==> config.mk <==
export PLATFORM = sky130hd
export DESIGN_NAME = ram_scan_32x4
export DESIGN_NICKNAME = d
export VERILOG_FILES = /design/src/rtl/ram_scan_32x4.sv
export SDC_FILE = /design/constraint.sdc
export NUM_CORES = 1
export LEC_CHECK = 0
export CAP_MARGIN = 20
export CORE_ASPECT_RATIO = 0.75
export CORE_MARGIN = 2
export CORE_UTILIZATION = 60
export CTS_CLUSTER_DIAMETER = 40
export DETAILED_ROUTE_END_ITERATION = 8
export GPL_TIMING_DRIVEN = 1
export PLACE_DENSITY_LB_ADDON = 0.3
export SLEW_MARGIN = 20
export SYNTH_ARGS = -nofsm -noshare
export SYNTH_HDL_FRONTEND = slang
export SYNTH_SLANG_ARGS = --single-unit
==> constraint.sdc <==
create_clock -name i_clk -period 4.2 [get_ports i_clk]
set_input_delay 0.84 -clock i_clk [delete_from_list [all_inputs] [get_ports i_clk]]
set_output_delay 0.84 -clock i_clk [all_outputs]
set_load 0.05 [all_outputs]
==> src/rtl/ram_scan_32x4.sv <==
// 32x4 flop RAM scanned by a free-running address counter: registered read port with
// write-first bypass, wrap detection and a running count of non-zero entries.
module ram_scan_32x4 #(
    parameter int unsigned DEPTH  = 32,
    parameter int unsigned ADDR_W = 5,
    parameter int unsigned DATA_W = 4,
    localparam int unsigned CNT_W = $clog2(DEPTH + 1)
) (
    input  logic              i_clk,
    input  logic              i_rst_n,
    input  logic              i_wr_en,
    input  logic [ADDR_W-1:0] i_wr_addr,
    input  logic [DATA_W-1:0] i_wr_data,
    input  logic [ADDR_W-1:0] i_rd_addr,
    output logic [DATA_W-1:0] o_rd_data,
    output logic [ADDR_W-1:0] o_rd_addr_q,
    output logic              o_rd_valid,
    output logic              o_frame_done,
    output logic [CNT_W-1:0]  o_nz_count
);

    localparam logic [ADDR_W:0]   DEPTH_EXT = (ADDR_W + 1)'(DEPTH);
    localparam logic [ADDR_W-1:0] LAST_ADDR = ADDR_W'(DEPTH - 1);

    logic [DATA_W-1:0] r_mem [DEPTH];
    logic [DATA_W-1:0] r_rd_data;
    logic [ADDR_W-1:0] r_rd_addr_q;
    logic              r_rd_valid;
    logic              r_frame_done;
    logic [CNT_W-1:0]  r_nz_count;

    logic              w_wr_ok;
    logic              w_rd_ok;
    logic [DATA_W-1:0] w_old;
    logic [DATA_W-1:0] w_rd_word;
    logic [CNT_W-1:0]  w_nz_d;
    logic              w_frame_d;

    assign w_wr_ok = i_wr_en && ({1'b0, i_wr_addr} < DEPTH_EXT);
    assign w_rd_ok = {1'b0, i_rd_addr} < DEPTH_EXT;

    always_comb begin
        w_old = '0;
        if (w_wr_ok) begin
            w_old = r_mem[i_wr_addr];
        end
    end

    // Write-first: a same-cycle write to the scanned address is returned immediately.
    always_comb begin
        w_rd_word = '0;
        if (w_wr_ok && (i_wr_addr == i_rd_addr)) begin
            w_rd_word = i_wr_data;
        end else if (w_rd_ok) begin
            w_rd_word = r_mem[i_rd_addr];
        end
    end

    // Count moves only on zero <-> non-zero transitions of the written entry.
    always_comb begin
        w_nz_d = r_nz_count;
        if (w_wr_ok) begin
            if ((w_old == '0) && (i_wr_data != '0)) begin
                w_nz_d = r_nz_count + CNT_W'(1);
            end else if ((w_old != '0) && (i_wr_data == '0)) begin
                w_nz_d = r_nz_count - CNT_W'(1);
            end
        end
    end

    assign w_frame_d = r_rd_valid && (r_rd_addr_q == LAST_ADDR) && (i_rd_addr == '0);

    always_ff @(posedge i_clk or negedge i_rst_n) begin
        if (!i_rst_n) begin
            for (int unsigned i = 0; i < DEPTH; i++) begin
                r_mem[i] <= '0;
            end
        end else if (w_wr_ok) begin
            r_mem[i_wr_addr] <= i_wr_data;
        end
    end

    always_ff @(posedge i_clk or negedge i_rst_n) begin
        if (!i_rst_n) begin
            r_rd_data    <= '0;
            r_rd_addr_q  <= '0;
            r_rd_valid   <= 1'b0;
            r_frame_done <= 1'b0;
            r_nz_count   <= '0;
        end else begin
            r_rd_data    <= w_rd_word;
            r_rd_addr_q  <= i_rd_addr;
            r_rd_valid   <= 1'b1;
            r_frame_done <= w_frame_d;
            r_nz_count   <= w_nz_d;
        end
    end

    assign o_rd_data    = r_rd_data;
    assign o_rd_addr_q  = r_rd_addr_q;
    assign o_rd_valid   = r_rd_valid;
    assign o_frame_done = r_frame_done;
    assign o_nz_count   = r_nz_count;

endmodule

==> run metrics, run 1 <==
NumNets Final=613; Worst EP required=approximately 4.5 ns; design area=approximately 0.0085 mm^2; H-tree depth=4; GRT Residual Overflow=0; Slew headroom=28.3%; Post-Route Utilization=70.3%; crit path time final=roughly 4.0 ns; Post-synth EDFFs=0; cell with the most instances after synthesis=dfrtp_1; CTS max path bufs=2; most numerous cell on the critical path=nor2_1; synth top area cells=dfrtp_1 49%, mux2_2 20%, mux4_1 7.1%; Seq/Total Area, Yosys=~49%; post-synth top area cell=dfrtp_1; Ports=34; warnings from Yosys=0; vias in the first global route=between 5,000 and 6,000; Tot GR Track Use=30.7%; period utilisation layout=94.4%; DR WL/cell=24.7 um; Commonest cells post-synth=145 x dfrtp_1, 128 x mux2_2, 32 x nand2_1; Critical Path Fanout Max=9; starting density of the core=60.8%; layout cells sized above 1=34.0%; max-slew violations=0; Setup violations, final=0; Fillers=~820; clk sinks=145; gpl congestion=0.959; overall die width=132 um; Worst Path Arrival=4.27 ns; largest net degree at the start of global routing=77; vias=between 5,000 and 6,000; Cells after Synth=546; # diodes=0; CTS tree=yes; crit path cell chain=clkdlybuf4s50_1 > nand3b_1 > nor2_1 > a22oi_1 > nand4_1 > o41ai_2 > buf_4 > ha_1 > inv_1 > fa_1 > a21oi_1 > nor2_1 > nor2_1 > xor2_1 > o21ai_0; area fraction of the dominant cell type after synthesis=49.2%; RSZ-0062 raised after global routing=no; Seq cells post-synth=145; Reg area=0.00363 mm^2; type of origin of the critical path=primary input; DR vias/cell=6.75; largest stage delay on the critical path=roughly 0.67 ns; Clock Latency Late Sink=around 0.43 ns; syn_area_per_cell=13.5 um^2; Syn Nets=569; Routed WL=19,000 um; CP Class=in2reg; Clock Tree Root=clkbuf_16; Rows=35; final worst clock skew=0.00531 ns; ys async rst share=100%; Clock transition at path regs=0.06 ns; Iteration-0 DRC Markers=477; Core ar.=between 0.01 and 0.015 mm^2; Power Dens Cells=around 540 mW/mm^2; FMAX=between 0.2 and 0.3 GHz; P_leak=3.75 nW; IO buf count=33; Worst Hold Class=in2async; CP max stage cell=clkdlybuf4s50_1; endpoints failing hold=0; antenna-violating nets left=0; MaxCap Viol Count=0; Die Ht=approximately 100 um; DP Wirelength=12,400 um; peak supply drop=0.000309 V; cell area after synthesis=around 0.0074 mm^2; Synth cell types=46; Post-route DRC=0; die area=0.0132 mm^2; placed instance area=0.00791 mm^2; area of the multi-input gates=approximately 0.0035 mm^2; CP endpoint kind=register; Worst Tran Pin Value=1.07 ns; Layout Area Growth over Synthesis=15.6%; run status=finished clean; postcts setup bufs=0; Synth Flop Type=dfrtp_1; CTS Buf Count=17; 1st-pass router iterations=5; initial antenna violation count=0; first-pass GRT wire length=30,300 um
[final timing paths]
kind,from,end,slack (ns),cells past startpoint
worst max register to register,r_mem[80]$_DFFE_PN0P_,o_nz_count[4]$_DFFE_PN0P_,0.63,14
max in group asynchronous,i_rst_n,o_rd_addr_q[3]$_DFF_PN0_,2.98,2
worst min-delay path,i_rst_n,r_mem[38]$_DFFE_PN0P_,0.40,1
worst min register to register,o_nz_count[5]$_DFFE_PN0P_,o_nz_count[5]$_DFFE_PN0P_,0.47,1
worst max-delay path,i_wr_addr[4],o_nz_count[4]$_DFFE_PN0P_,0.24,15
min in group i_clk,o_nz_count[5]$_DFFE_PN0P_,o_nz_count[5]$_DFFE_PN0P_,0.47,1
[cells in the final DEF, fill, tap and decap left out, types with 3 or more instances in the layout]
cell type and n:
nand2_1 32, clkbuf_8 3, and3_1 3, o22ai_1 16, dfrtp_1 145, nand3_1 10
nor2_1 25, bufinv_16 3, nand4_1 3, o21ai_0 9, nor3b_1 4, inv_1 3
o21ai_1 4, buf_4 24, xor2_1 6, a211oi_1 3, nor4_1 30, xnor2_1 4
ha_1 5, clkinvlp_4 3, nand2b_1 3, clkdlybuf4s50_1 31, clkinv_2 4, mux4_1 20
or4_1 8, mux2_2 128, mux4_2 15, nand3b_1 8, nor3_1 5, clkbuf_16 17
mux2i_1 5
[routing by layer]
metal  global-route usage, %  up-vias  share of wire [%]
li1                        -     2183                  -
met1                    42.7     2654                 42
met2                    46.5      302                 46
met3                    9.24       55                 10
met4                    10.8        0                2.2
met5                       0        -                  0
[stage by stage]
step / std cells / worst slack [ns] / hold slack, ns / power, mW / setup TNS, ns
after floorplan: 546 / 0.694 / 0.486 / 2.60 / 0
after detailed placement: 737 / -0.143 / 0.465 / 2.99 / -0.400
after CTS: 769 / 0.251 / 0.434 / 4.56 / 0
final: 769 / 0.237 / 0.400 / 4.57 / 0
after global placement: 737 / -0.0171 / 0.464 / 2.93 / -0.0171
after global routing: 769 / 0.0521 / 0.452 / 4.74 / 0
[state kept, by name (all words and copies together) (netlist names)]
register / flops
o_frame_done: 1
o_nz_count: 6
o_rd_addr_q: 5
o_rd_data: 4
o_rd_valid: 1
r_mem: 128
[critical path: cells and delay by family]
kind / cells / cell delay, ns
compound gates: 4 / 0.93
simple gates: 5 / 0.76
buf+inv: 3 / 0.98
xor+xnor: 1 / 0.18
fa+ha+maj: 2 / 0.57
[kinds of logic (layout without fill, tap and decap cells)]
family / Yosys count / in the layout / synth area share (%)
muxes: 168 / 168 / 31.9
and+or+nand+nor: 139 / 139 / 10.0
buffers and inverters: 37 / 94 / 3.11
adders and majority gates: 6 / 6 / 1.12
DFF: 145 / 145 / 49.2
AOI/OAI and AO/OA: 40 / 40 / 3.36
xor gates and xnor gates: 10 / 10 / 1.19
other: 1 / 1 / 0.0509
[area by class of cell]
type,instances,share of cell area (%)
sequential,145,42.6
multi-input combinational,364,41.3
timing repair buffer,59,6.42
clock buffer,22,5.56
tap,166,2.44
clock inverter,10,1.56
inverter,3,0.132
[power by group]
part           switching, mW  internal (mW)  total (mW)
Clock                  0.590          0.976        1.57
Sequential             0.256           1.68        1.93
Combinational          0.529          0.542        1.07
[timing repair]
| action | 4_1_cts | 5_1_grt |
|---|---|---|
| setup endpoints to repair | 0 | 3 |
| hold buffers | 0 | 0 |
| endpoints found under the hold margin | 0 | 0 |
| gates resized for setup | 0 | 1 |
No activity file was read; power rests on OpenSTA's default activity.
==> run 2: changes to the inputs <==
Settings changed: PLACE_DENSITY set to 0.78, PLACE_DENSITY_LB_ADDON 0.3 to not set.
==> run 2 against run 1 <==
Net effect:
- non-clock buffer count is 1 lower
- clock power is 6% lower
- global-route usage down 0.93 points
- design area decreased by 0.76%
- largest cell class unchanged
- count of clock-buffer cells in the layout decreased by 4
==> run metrics, run 2 (synthesized netlist as in run 1, its figures left out) <==
run status=finished clean; H-tree depth=4 (unchanged); 1st-pass router iterations=5 (unchanged); Layout Area Growth over Synthesis=14.7%; # diodes=0 (unchanged); R2R cell count=14 (unchanged); DP Wirelength=12,200 um (-1.4%); Core ar.=0.0121 mm^2 (unchanged); R2R setup slack=0.57 ns (-0.06 ns); first-pass GRT wire length=29,500 um (-2.7%); design area=0.00846 mm^2 (-0.76%); Ports=34 (unchanged); initial antenna violation count=0 (unchanged); Worst EP required=4.52 ns (+0.02 ns); period utilisation layout=94.1% (-0.31 points); CTS max path bufs=2 (unchanged); Clock Tree Root=clkbuf_16; antenna-violating nets left=0 (unchanged); Tot Pwr=4.44 mW (-2.9%); Worst Hold Class=in2async; Placed Instances=736 (-0.14%); FMAX=0.253 GHz (+0.33%); GRT Residual Overflow=0 (unchanged); MaxCap Viol Count=0 (unchanged); max FFs per register=128 (unchanged); Fillers=839 (+2.1%); commonest non-fill, non-tap cell in the layout=dfrtp_1; CTS Buf Count=17 (unchanged); DR WL/cell=23.9 um (-3.1%); DR vias/cell=6.66 (-1.3%); post_cts resized=0 (unchanged); final cell count without fillers=767 (-0.26%); Post-Route Utilization=69.7% (-0.54 points); starting density of the core=60.8% (unchanged); Worst Path Arrival=4.27 ns (about the same); placed instance area=0.00789 mm^2 (-0.25%); Setup violations, final=0 (unchanged); Post-route DRC=0 (unchanged); Routed WL=18,300 um (-3.4%); Critical Path Fanout Max=18 (+9); CP Class=in2reg; final worst clock skew=0.00981 ns (+0.00450 ns); CP endpoint kind=register; setup TNS=0 ns (unchanged); IO buf count=33 (unchanged); Biggest register=r_mem; endpoints failing hold=0 (unchanged); largest net degree at the start of global routing=97 (+26%); Iteration-0 DRC Markers=406 (-15%); postcts setup bufs=0 (unchanged); RSZ-0062 raised after global routing=no; Worst Tran Pin Value=0.922 ns (-0.151 ns); P_leak=3.70 nW (-1.3%); vias=5,111 (-1.6%); Clock Latency Late Sink=0.43 ns (about the same); crit path time final=3.95 ns (-0.0131 ns); Tot GR Track Use=29.7% (-0.93 points); CP startpoint=i_wr_addr[0]; max-slew violations=0 (unchanged); die area=0.0132 mm^2 (unchanged); Die Ht=100 um (unchanged); clk sinks=145 (unchanged); gpl congestion=0.919 (-4.2%); overall die width=132 um (unchanged); layout cells sized above 1=33.8% (-0.22 points); Slew headroom=38.4% (+10 points); most frequent cells in the layout=145 x dfrtp_1, 128 x mux2_2, 32 x nand2_1, 31 x clkdlybuf4s50_1, 30 x nor4_1; Rows=35 (unchanged); NumNets Final=612 (-0.16%); Critical R2R Launch=r_mem[84]$_DFFE_PN0P_; Power Dens Cells=525 mW/mm^2 (-2.1%); Clock transition at path regs=0.06 ns (about the same); cts hold-fix bufs=0 (unchanged); CTS tree=yes; type of origin of the critical path=primary input; peak supply drop=0.000444 V (+44%); vias in the first global route=5,319 (-0.75%)
## run 2: cell count changes in the layout (fill, tap and decap cells not counted)
cell | before | now
clkbuf_1 | 2 | 1
clkbuf_8 | 3 | 0
inv_6 | 0 | 1
clkinv_2 | 4 | 2
clkinv_4 | 0 | 1
bufinv_16 | 3 | 2
clkinvlp_4 | 3 | 7
o41ai_1 | 0 | 1
o41ai_2 | 1 | 0
buf_12 | 2 | 1
## run 2: power breakdown
part | switching (mW) | total, mW | internal (mW)
Clock | 0.598 | 1.47 | 0.868
Sequential | 0.248 | 1.93 | 1.68
Combinational | 0.520 | 1.05 | 0.527
## run 2: worst paths after layout
kind / end
max reg2reg: o_nz_count[5]$_DFFE_PN0P_
max: o_nz_count[5]$_DFFE_PN0P_
max in group asynchronous: r_mem[91]$_DFFE_PN0P_
min in group i_clk: o_nz_count[5]$_DFFE_PN0P_
min reg2reg: o_nz_count[5]$_DFFE_PN0P_
min: o_nz_count[3]$_DFFE_PN0P_
## run 2: layout make-up
cell class | count | area [um^2] | area share, %
multi-input combinational | 364 | 3510 | 41.6
sequential | 145 | 3630 | 42.9
clock buffer | 18 | 429 | 5.07
tap | 166 | 208 | 2.46
inverter | 3 | 11.3 | 0.133
timing repair buffer | 58 | 527 | 6.23
clock inverter | 13 | 140 | 1.66
## run 2: critical path, stage by stage
cell,delay [ns]
clkdlybuf4s50_1,0.45
buf_12,0.17
nor3_1,0.19
a221oi_1,0.11
o21ai_0,0.30
o21ai_0,0.14
o41ai_1,0.45
buf_4,0.20
ha_1,0.16
inv_1,0.12
ha_1,0.31
a21o_1,0.16
a21oi_1,0.26
or3_1,0.16
nand3_1,0.08
xor2_1,0.15
## run 2: through the flow
step	setup WS (ns)	hold slack, ns
floorplan	0.694	0.486
global placement	-0.0514	0.465
detailed placement	-0.139	0.474
CTS	0.300	0.482
global route	0.143	0.506
finish	0.250	0.458
## run 2: metal layers
metal	GRT usage, %	up-vias	wire length (um)
li1	-	2179	-
met3	7.02	39	1490
met2	47.2	242	8540
met4	11.0	0	373
met1	40.7	2651	7920
met5	0	-	0
